### src/rtl/mmio_timer_if.sv
// mmio_timer_if
// Bus bundle between the memory block's address decoder and the timer.
// Built with -DTIMER_CMP_EN, the timer also uses cmp_wr/irq_clr and drives irq.
// Without that macro, cmp_wr/irq_clr are ignored and irq stays 0.
//
// Signals:
//   us_wr     decoder -> timer  load strobe for us_count
//   ms_wr     decoder -> timer  load strobe for ms_count
//   wr_data   decoder -> timer  32-bit load value shared by all strobes
//   cmp_wr    decoder -> timer  load strobe for the ms compare register
//   irq_clr   decoder -> timer  clears the sticky compare flag
//   us_count  timer -> decoder  microsecond counter
//   ms_count  timer -> decoder  millisecond counter
//   us_tick   timer -> decoder  pulse in the cycle us_count shows a new increment
//   ms_tick   timer -> decoder  pulse in the cycle ms_count shows a new increment
//   irq       timer -> decoder  sticky compare-match flag
interface mmio_timer_if;
    logic        us_wr;
    logic        ms_wr;
    logic [31:0] wr_data;
    logic        cmp_wr;
    logic        irq_clr;
    logic [31:0] us_count;
    logic [31:0] ms_count;
    logic        us_tick;
    logic        ms_tick;
    logic        irq;

    modport master (
        output us_wr, ms_wr, wr_data, cmp_wr, irq_clr,
        input  us_count, ms_count, us_tick, ms_tick, irq
    );

    modport slave (
        input  us_wr, ms_wr, wr_data, cmp_wr, irq_clr,
        output us_count, ms_count, us_tick, ms_tick, irq
    );
endinterface

### src/rtl/mmio_timer.sv
// mmio_timer
// Free-running microsecond and millisecond counters that back the memory-mapped
// timer words. The system clock is divided by a prescaler into 1 us ticks.
// The us ticks are divided by a sub-counter into 1 ms ticks.
// Software may reload either counter at any time.
//
// Optional feature macro: TIMER_CMP_EN
//   When defined, it adds a 32-bit ms compare register and a sticky irq flag.
//   When undefined, irq is tied 0 and cmp_wr/irq_clr are ignored.
//
// Ports:
//   clk    system clock, all state updates on the rising edge
//   reset  synchronous, active-high reset, dominant over every strobe
//   bus    mmio_timer_if.slave: strobes/data in, counters/ticks/irq out
//
// Parameters:
//   CLK_FREQ_HZ  system clock in Hz, an integer multiple of 1 MHz, >= 2 MHz
//   US_PER_MS    microsecond ticks per millisecond, >= 2
module mmio_timer #(
    parameter int CLK_FREQ_HZ = 12_000_000,
    parameter int US_PER_MS   = 1000
) (
    input  logic         clk,
    input  logic         reset,
    mmio_timer_if.slave  bus
);

    localparam int US_DIV = CLK_FREQ_HZ / 1_000_000;
    localparam int PRE_W  = $clog2(US_DIV);
    localparam int SUB_W  = $clog2(US_PER_MS);

    localparam logic [PRE_W-1:0] PRE_LAST = PRE_W'(US_DIV - 1);
    localparam logic [SUB_W-1:0] SUB_LAST = SUB_W'(US_PER_MS - 1);

    if ((CLK_FREQ_HZ % 1_000_000) != 0 || CLK_FREQ_HZ < 2_000_000) begin : gBadClk
        $error("mmio_timer: CLK_FREQ_HZ must be a multiple of 1000000 and at least 2000000");
    end
    if (US_PER_MS < 2) begin : gBadUsPerMs
        $error("mmio_timer: US_PER_MS must be at least 2");
    end

    logic [PRE_W-1:0] pre_q, pre_d;
    logic [SUB_W-1:0] sub_q, sub_d;
    logic [31:0]      usCount_q, usCount_d;
    logic [31:0]      msCount_q, msCount_d;
    logic             usTick_q, usTick_d;
    logic             msTick_q, msTick_d;
    logic             irq_q;

    logic preWrap;
    logic subWrap;

    // The prescaler wrap marks the end of each microsecond.
    // The sub-counter wrap only happens on a prescaler wrap.
    // A load of a counter suppresses that counter's increment and tick.
    // A load does not stop the other stage of the chain from advancing.
    // So a us load that lands on a wrap still lets sub advance and fire ms_tick.
    always_comb begin
        preWrap   = (pre_q == PRE_LAST);
        subWrap   = preWrap && (sub_q == SUB_LAST);

        pre_d     = preWrap ? '0 : pre_q + PRE_W'(1);
        usCount_d = usCount_q + {31'd0, preWrap};
        usTick_d  = preWrap;
        if (bus.us_wr) begin
            pre_d     = '0;
            usCount_d = bus.wr_data;
            usTick_d  = 1'b0;
        end

        sub_d     = sub_q;
        if (preWrap) begin
            sub_d = subWrap ? '0 : sub_q + SUB_W'(1);
        end
        msCount_d = msCount_q + {31'd0, subWrap};
        msTick_d  = subWrap;
        if (bus.ms_wr) begin
            sub_d     = '0;
            msCount_d = bus.wr_data;
            msTick_d  = 1'b0;
        end
    end

    // Timebase registers. Reset clears everything regardless of strobes.
    always_ff @(posedge clk) begin
        if (reset) begin
            pre_q     <= '0;
            sub_q     <= '0;
            usCount_q <= '0;
            msCount_q <= '0;
            usTick_q  <= 1'b0;
            msTick_q  <= 1'b0;
        end else begin
            pre_q     <= pre_d;
            sub_q     <= sub_d;
            usCount_q <= usCount_d;
            msCount_q <= msCount_d;
            usTick_q  <= usTick_d;
            msTick_q  <= msTick_d;
        end
    end

`ifdef TIMER_CMP_EN
    logic [31:0] cmp_q;
    logic        irq_d;
    logic        msChanged;

    // The compare fires whenever ms_count takes a new value equal to cmp.
    // Both increments and loads count, even when a load rewrites the same value.
    // A set beats a simultaneous clear, so a pending match is never lost.
    always_comb begin
        msChanged = bus.ms_wr || subWrap;
        irq_d     = irq_q;
        if (bus.irq_clr) begin
            irq_d = 1'b0;
        end
        if (msChanged && (msCount_d == cmp_q)) begin
            irq_d = 1'b1;
        end
    end

    // Compare register and sticky flag.
    always_ff @(posedge clk) begin
        if (reset) begin
            cmp_q <= '0;
            irq_q <= 1'b0;
        end else begin
            if (bus.cmp_wr) begin
                cmp_q <= bus.wr_data;
            end
            irq_q <= irq_d;
        end
    end
`else
    logic unusedCmpInputs;

    // Without the compare feature the compare strobes have no effect.
    // The irq flag is a constant 0.
    assign unusedCmpInputs = bus.cmp_wr ^ bus.irq_clr;
    assign irq_q           = 1'b0;
`endif

    assign bus.us_count = usCount_q;
    assign bus.ms_count = msCount_q;
    assign bus.us_tick  = usTick_q;
    assign bus.ms_tick  = msTick_q;
    assign bus.irq      = irq_q;

endmodule

### src/flat_wrapper.sv
// flat-port wrapper written by rule: the top's interface ports become plain ports
module mmio_timer_flat 
#(
    parameter int CLK_FREQ_HZ = 12_000_000,
    parameter int US_PER_MS   = 1000
)
  (clk, reset, bus_us_wr, bus_ms_wr, bus_wr_data, bus_cmp_wr, bus_irq_clr, bus_us_count, bus_ms_count, bus_us_tick, bus_ms_tick, bus_irq);
  mmio_timer_if bus_i ();
  input  logic clk;
  input  logic reset;
  input wire logic [$bits(bus_i.us_wr)-1:0] bus_us_wr;
  input wire logic [$bits(bus_i.ms_wr)-1:0] bus_ms_wr;
  input wire logic [$bits(bus_i.wr_data)-1:0] bus_wr_data;
  input wire logic [$bits(bus_i.cmp_wr)-1:0] bus_cmp_wr;
  input wire logic [$bits(bus_i.irq_clr)-1:0] bus_irq_clr;
  output wire logic [$bits(bus_i.us_count)-1:0] bus_us_count;
  output wire logic [$bits(bus_i.ms_count)-1:0] bus_ms_count;
  output wire logic [$bits(bus_i.us_tick)-1:0] bus_us_tick;
  output wire logic [$bits(bus_i.ms_tick)-1:0] bus_ms_tick;
  output wire logic [$bits(bus_i.irq)-1:0] bus_irq;
  assign bus_i.us_wr = bus_us_wr;
  assign bus_i.ms_wr = bus_ms_wr;
  assign bus_i.wr_data = bus_wr_data;
  assign bus_i.cmp_wr = bus_cmp_wr;
  assign bus_i.irq_clr = bus_irq_clr;
  assign bus_us_count = bus_i.us_count;
  assign bus_ms_count = bus_i.ms_count;
  assign bus_us_tick = bus_i.us_tick;
  assign bus_ms_tick = bus_i.ms_tick;
  assign bus_irq = bus_i.irq;
  mmio_timer #(.CLK_FREQ_HZ(CLK_FREQ_HZ), .US_PER_MS(US_PER_MS)) u_core (.clk(clk), .reset(reset), .bus(bus_i));
endmodule
### config.mk
export PLATFORM = sky130hd
export DESIGN_NAME = mmio_timer_flat
export DESIGN_NICKNAME = d
export VERILOG_FILES = /design/src/rtl/mmio_timer_if.sv /design/src/rtl/mmio_timer.sv /design/src/flat_wrapper.sv
export SDC_FILE = /design/constraint.sdc
export NUM_CORES = 1
export LEC_CHECK = 0
export CAP_MARGIN = 5
export CELL_PAD_IN_SITES_DETAIL_PLACEMENT = 1
export CELL_PAD_IN_SITES_GLOBAL_PLACEMENT = 2
export CORE_UTILIZATION = 32
export CTS_BUF_LIST = sky130_fd_sc_hd__clkbuf_2 sky130_fd_sc_hd__clkbuf_4 sky130_fd_sc_hd__clkbuf_8
export CTS_CLUSTER_SIZE = 20
export DETAILED_ROUTE_END_ITERATION = 7
export PLACE_DENSITY_LB_ADDON = 0.1
export SYNTH_ARGS = -nofsm -noshare
export SYNTH_HDL_FRONTEND = slang
export SYNTH_SLANG_ARGS = --single-unit
### constraint.sdc
create_clock -name clk -period 6.3 [get_ports clk]
set_clock_uncertainty 0.1 [all_clocks]
set_input_delay 1.26 -clock clk [delete_from_list [all_inputs] [get_ports clk]]
set_output_delay 1.26 -clock clk [all_outputs]
set_load 0.01 [all_outputs]
* After elaboration in Yosys (flattened, before gate mapping)
Index checks and enable logic that the tools add are counted.
Word-level totals: bits in registers 80, bits of input ports 38, output and inout port bits 67, logic and storage cells 19
Cells by class: add/sub/neg operators 4, equality and inequality tests 2, multiplexer cells 3, reduce and logical (&&, ||, !) cells 4
Operator list (number):
- 32-bit by 1-bit adder with 32-bit output | 2
- 32-bit 2-to-1 mux | 2
- 10-bit by 1-bit adder with 10-bit output (second input constant) | 1
- 10-bit == test (second input constant) | 1
- 10-bit 2-to-1 mux | 1
- 4-bit by 1-bit adder with 4-bit output (second input constant) | 1
- 4-bit == test (second input constant) | 1
- 2-bit OR reduction | 2
- 3-bit OR reduction | 1
- 1-bit logical AND | 1

* Longest topological paths before layout
depth in word-level cells 4, gate-level depth with buffers 12, mapped depth without buffers 12

* Least setup slack after synthesis
OpenSTA, ideal clock, no wires.
path kind register to register, from reg u_core.pre_q[0], to reg u_core.msCount_q[20], in the netlist u_core.bus.ms_count[20], setup time 0.115 ns, arrival time 2.548 ns, required time 6.085 ns, path slack 3.537 ns, stages on the path, launching flop included 13, buffers on the path 0, period minus slack after synthesis 2.763 ns, cell sequence dfxtp_1 -> ha_1 -> nand4b_1 -> nor2_1 -> nand4_1 -> inv_1 -> ha_1 -> ha_1 -> nand4_1 -> nor4_4 -> nand4_1 -> xnor2_1 -> o21a_1
Between the ends: cells in the longest elaborated chain, start to end 4
RTL lines:
- from (decl) | line mmio_timer.sv:42 | logic [PRE_W-1:0] pre_q, pre_d;
- from (signal assigned) | line mmio_timer.sv:94 | pre_q <= pre_d;
- 4-bit == test | line mmio_timer.sv:59 | preWrap = (pre_q == PRE_LAST);
- 1-bit logical AND | line mmio_timer.sv:60 | subWrap = preWrap && (sub_q == SUB_LAST);
- named net u_core.subWrap | line mmio_timer.sv:51 | logic subWrap;
- 32-bit by 1-bit adder with 32-bit output | line mmio_timer.sv:75 | msCount_d = msCount_q + {31'd0, subWrap};
- 32-bit 2-to-1 mux | line mmio_timer.sv:77 | if (bus.ms_wr) begin
- to (signal assigned) | line mmio_timer.sv:97 | msCount_q <= msCount_d;
- to (decl) | line mmio_timer.sv:45 | logic [31:0] msCount_q, msCount_d;
The timed path passes the listed nets, and every way through them passes these cells. A chain may end at the register's enable or synchronous reset.

* Final worst setup path
Same ends and word-level chain as after synthesis.

==> results by stage <==
Run status:
- The flow ran to the end, and the final reports show no timing, DRC or antenna violations.

Die:
- The vertical die dimension is 117 um.
- The starting density of the core is between 30% and 40%.
- The number of placement rows is 41.
- For this design the top-level I/O count stands at 105.
- The area of the die is 13600 sq um.
- The core region is 12700 sq um.
- The die outline width is 117 um.

Route:
- The remaining number of nets flagged by the antenna check after routing is 0.
- The detailed-route wire length is 13100 um.
- The wire length per cell after detailed routing is 17.0 um.
- In the routed design, unresolved DRC markers number 0.
- The total vias in the final route is approximately 3800.
- The pre-antenna-repair detailed-routing pass consisted of 4 iterations.
- Dividing the detail-routed via count by the number of cells gives 5.00.
- The number of DRC violations after detailed-routing iteration 0 is 156.

Final layout:
- The area occupied by registers is 1600 sq um.
- After filler insertion, the fill cell instance count of the layout stands at 1560.
- The layout net count is approximately 640.
- Leaving out fill and tap cells, the most frequent cells in the layout are clkdlybuf4s50_1 (99), dfxtp_1 (80), nor2_1 (58).
- Once layout is complete, the utilization of the core stands at 43.0%.
- The fraction of final layout cells with drive strength greater than 1 is 5.69%.
- Summing all multi-input logic gate instances after layout gives roughly 2400 sq um.
- The most common library cell in the layout ignoring fill and taps is clkdlybuf4s50_1.
- The antenna cell count is 0.
- From synthesis to final layout, the design area changed by 30.4%.

Min path:
- The type of the worst min-delay path is reg -> reg.
- The startpoint identified for the worst hold timing path is u_core.pre_q[0].

Critical path:
- In this run the critical register-to-register path is captured at u_core.bus.ms_count[20].
- The worst setup path is of the reg -> reg kind.
- The startpoint of the worst register-to-register path is u_core.pre_q[0].
- For the worst setup path, the data required time is 6460 ps.
- STA puts the critical path data arrival time at 3620 ps.
- The cell depth of the worst flop-to-flop path is 12.
- STA classifies the critical path endpoint as a register.
- In this run the worst path has a maximum fanout of 9.
- In this run the worst setup path begins at u_core.pre_q[0].
- The most critical setup path has its endpoint at u_core.bus.ms_count[20].
- STA classifies the critical path startpoint as a register.
- In this run the register-to-register setup slack is 2840 ps.

Timing:
- The number of hold violations in the final report is 0.
- The achievable clock frequency is 289 MHz.
- The actual slew at the worst max-slew pin is 1020 ps.
- Setup violations remaining at the end of the flow were counted as 0.
- Dividing the final minimum period by the clock period gives 54.9%.
- The tightest slew margin relative to the limit is 31.7%.
- Setup repair after global routing left no endpoint under its margin.
- The clock period minus worst slack is 3460 ps.
- The total negative setup slack is 0 ps.
- The number of pins exceeding their max-slew limit in the final report is 0.

Clocking:
- Counting every sink on the clock net gives 80.
- The clock tree from TritonCTS is done.
- The count of hold buffers inserted by post-cts repair is 0.
- The number of buffers between clock root and the deepest sink is 2.
- The later pin in the worst-skew pair is clocked with a latency of 370 ps.
- The post-CTS setup-driven buffer insertion count is 0.
- The clock root buffer is clkbuf_8.
- Counting the buffers created by CTS gives 9.
- The clock tree synthesis step divided the H-tree into 3 levels.
- The number of gates resized after CTS was 0.
- The clock slew at the register clock pins of the worst setup and hold paths is approximately 80 ps.

Power and ir drop:
- Dividing total power by cell area gives a power density of about 200 nW/um^2.
- IR analysis of the VDD net gives a maximum drop of 0.0000852 V.
- The leakage power is 2.09 nW.

Synth:
- The leading register cell type out of synthesis is dfxtp_1.
- The mean instance size in the synthesized netlist is 8.33 sq um.
- The post-synthesis instance area is roughly 4200 sq um.
- The gate count after technology mapping is 504.
- The async set or reset register ratio after synthesis is 0%.
- After synthesis, the netlist uses 46 different library cells.
- The number of register bits inferred by synthesis is 80.
- The count of warnings emitted by yosys is 0.
- The number of synthesized flops with an enable pin is 0.
- The number of nets in the synthesized netlist is 548.
- The portion of the post-synthesis area used by sequential elements is 38.1%.

Global route:
- The global-route wire length before repair is 20600 um.
- The number of global-route vias before repair was 3857.
- The initial antenna violation count was 0.
- Summed over all layers, the global routing overflow is 0.
- The pin count of the biggest net entering global routing is between 40 and 50.
- The global-route usage over all layers is 20.2%.

Placed design:
- At the end of routability-driven placement, the weighted congestion stood at 0.768.
- The count of input and output buffers is approximately 100.
- The sum of net half-perimeters after detailed placement is 9610 um.

Job:
- The number of maximum-capacitance violations is 0.
flip-flops by register name, summed over array words and instances, names as in the netlist:
name and flops:
u_core.bus.ms_count 32, u_core.bus.ms_tick 1, u_core.bus.us_count 32, u_core.bus.us_tick 1
u_core.pre_q 4, u_core.sub_q 10
synth_stat cells, types with 2 or more instances:
cell / number / area, sq um
nand3b_1: 2 / 15.0
xnor2_1: 28 / 245
inv_1: 27 / 101
nand3_1: 29 / 145
and3_1: 6 / 37.5
and4_1: 6 / 52.6
nand4_1: 22 / 138
nor2b_1: 2 / 12.5
a211oi_1: 11 / 82.6
nor4_1: 3 / 18.8
clkbuf_1: 19 / 71.3
xor2_1: 39 / 342
nor4_4: 2 / 42.5
nand2_1: 34 / 128
o21ai_0: 2 / 10.0
o21a_1: 15 / 113
nand3_2: 3 / 30.0
a21o_1: 15 / 113
mux2i_1: 10 / 100
and2_1: 3 / 18.8
dfxtp_1: 80 / 1600
nor3_1: 17 / 85.1
and3_2: 2 / 15.0
nor2_1: 58 / 218
o22ai_1: 2 / 12.5
ha_1: 6 / 75.1
buf_6: 2 / 22.5
nor3_2: 3 / 30.0
a21oi_1: 39 / 195
power breakdown:
group          total [W]  internal [W]  switching [W]  leakage, nW
Sequential      0.000568      0.000533      0.0000351        0.660
Combinational   0.000178     0.0000980      0.0000798         1.34
Clock           0.000354      0.000160       0.000194       0.0967
metal layers:
metal  global-route usage, %  up-vias  routed length [um]
met5                       0        -                   0
met4                    5.15        0                 133
met3                    6.18       10                 690
met2                    34.5       75                6430
met1                    24.6     1855                5820
li1                        -     1909                   -
how the worst min path moves through the flow:
| stage | to | slack (ps) | cells past startpoint |
|---|---|---|---|
| floorplan | u_core.pre_q[0] | 320 | 1 |
| global placement | u_core.pre_q[0] | 330 | 1 |
| detailed placement | u_core.pre_q[0] | 350 | 1 |
| CTS | u_core.pre_q[0] | 360 | 1 |
| global route | u_core.pre_q[0] | 380 | 1 |
| finish | u_core.pre_q[0] | 360 | 1 |
critical path, cell delays in order, from the launching register on:
cell	delay (ps)
dfxtp_1	360
ha_1	220
nand4b_1	220
nor2_1	150
nand4_1	230
inv_1	120
ha_1	220
ha_1	240
nand4_1	330
nor4_4	630
nand4_1	200
xnor2_1	160
o21a_1	160
through the flow:
step	cells	area (sq um)	hold WS (ps)	setup slack, ps	power, W
floorplan	504	4200	317	3540	0.000658
global placement	754	5300	329	2650	0.000756
detailed placement	754	5300	355	2610	0.000760
CTS	770	5480	365	2730	0.00112
global route	770	5480	377	2480	0.00115
finish	770	5480	358	2840	0.00110
layout make-up:
| class | instances | share of cell area, % |
|---|---|---|
| clock inverters | 4 | 0.366 |
| inverters | 28 | 1.92 |
| clock buffers | 12 | 2.79 |
| flip-flops and latches | 80 | 29.3 |
| multi-input cells | 370 | 43.1 |
| well taps | 172 | 3.93 |
| repair buffers | 104 | 18.7 |
cells by family (layout without fill, tap and decap cells):
group                      count (synthesis)  after routing  share of synthesized area [%]
xor gates and xnor gates                  67             67                           14.0
and+or+nand+nor                          197            197                           24.5
DFF                                       80             80                           38.1
adders and majority gates                  6              6                           1.79
buffers and inverters                     54            148                           5.75
AOI/OAI and AO/OA                         89             89                           13.4
muxes                                     10             10                           2.38
other                                      1              1                         0.0893
Note: power is estimated with default switching activity, not from simulation.
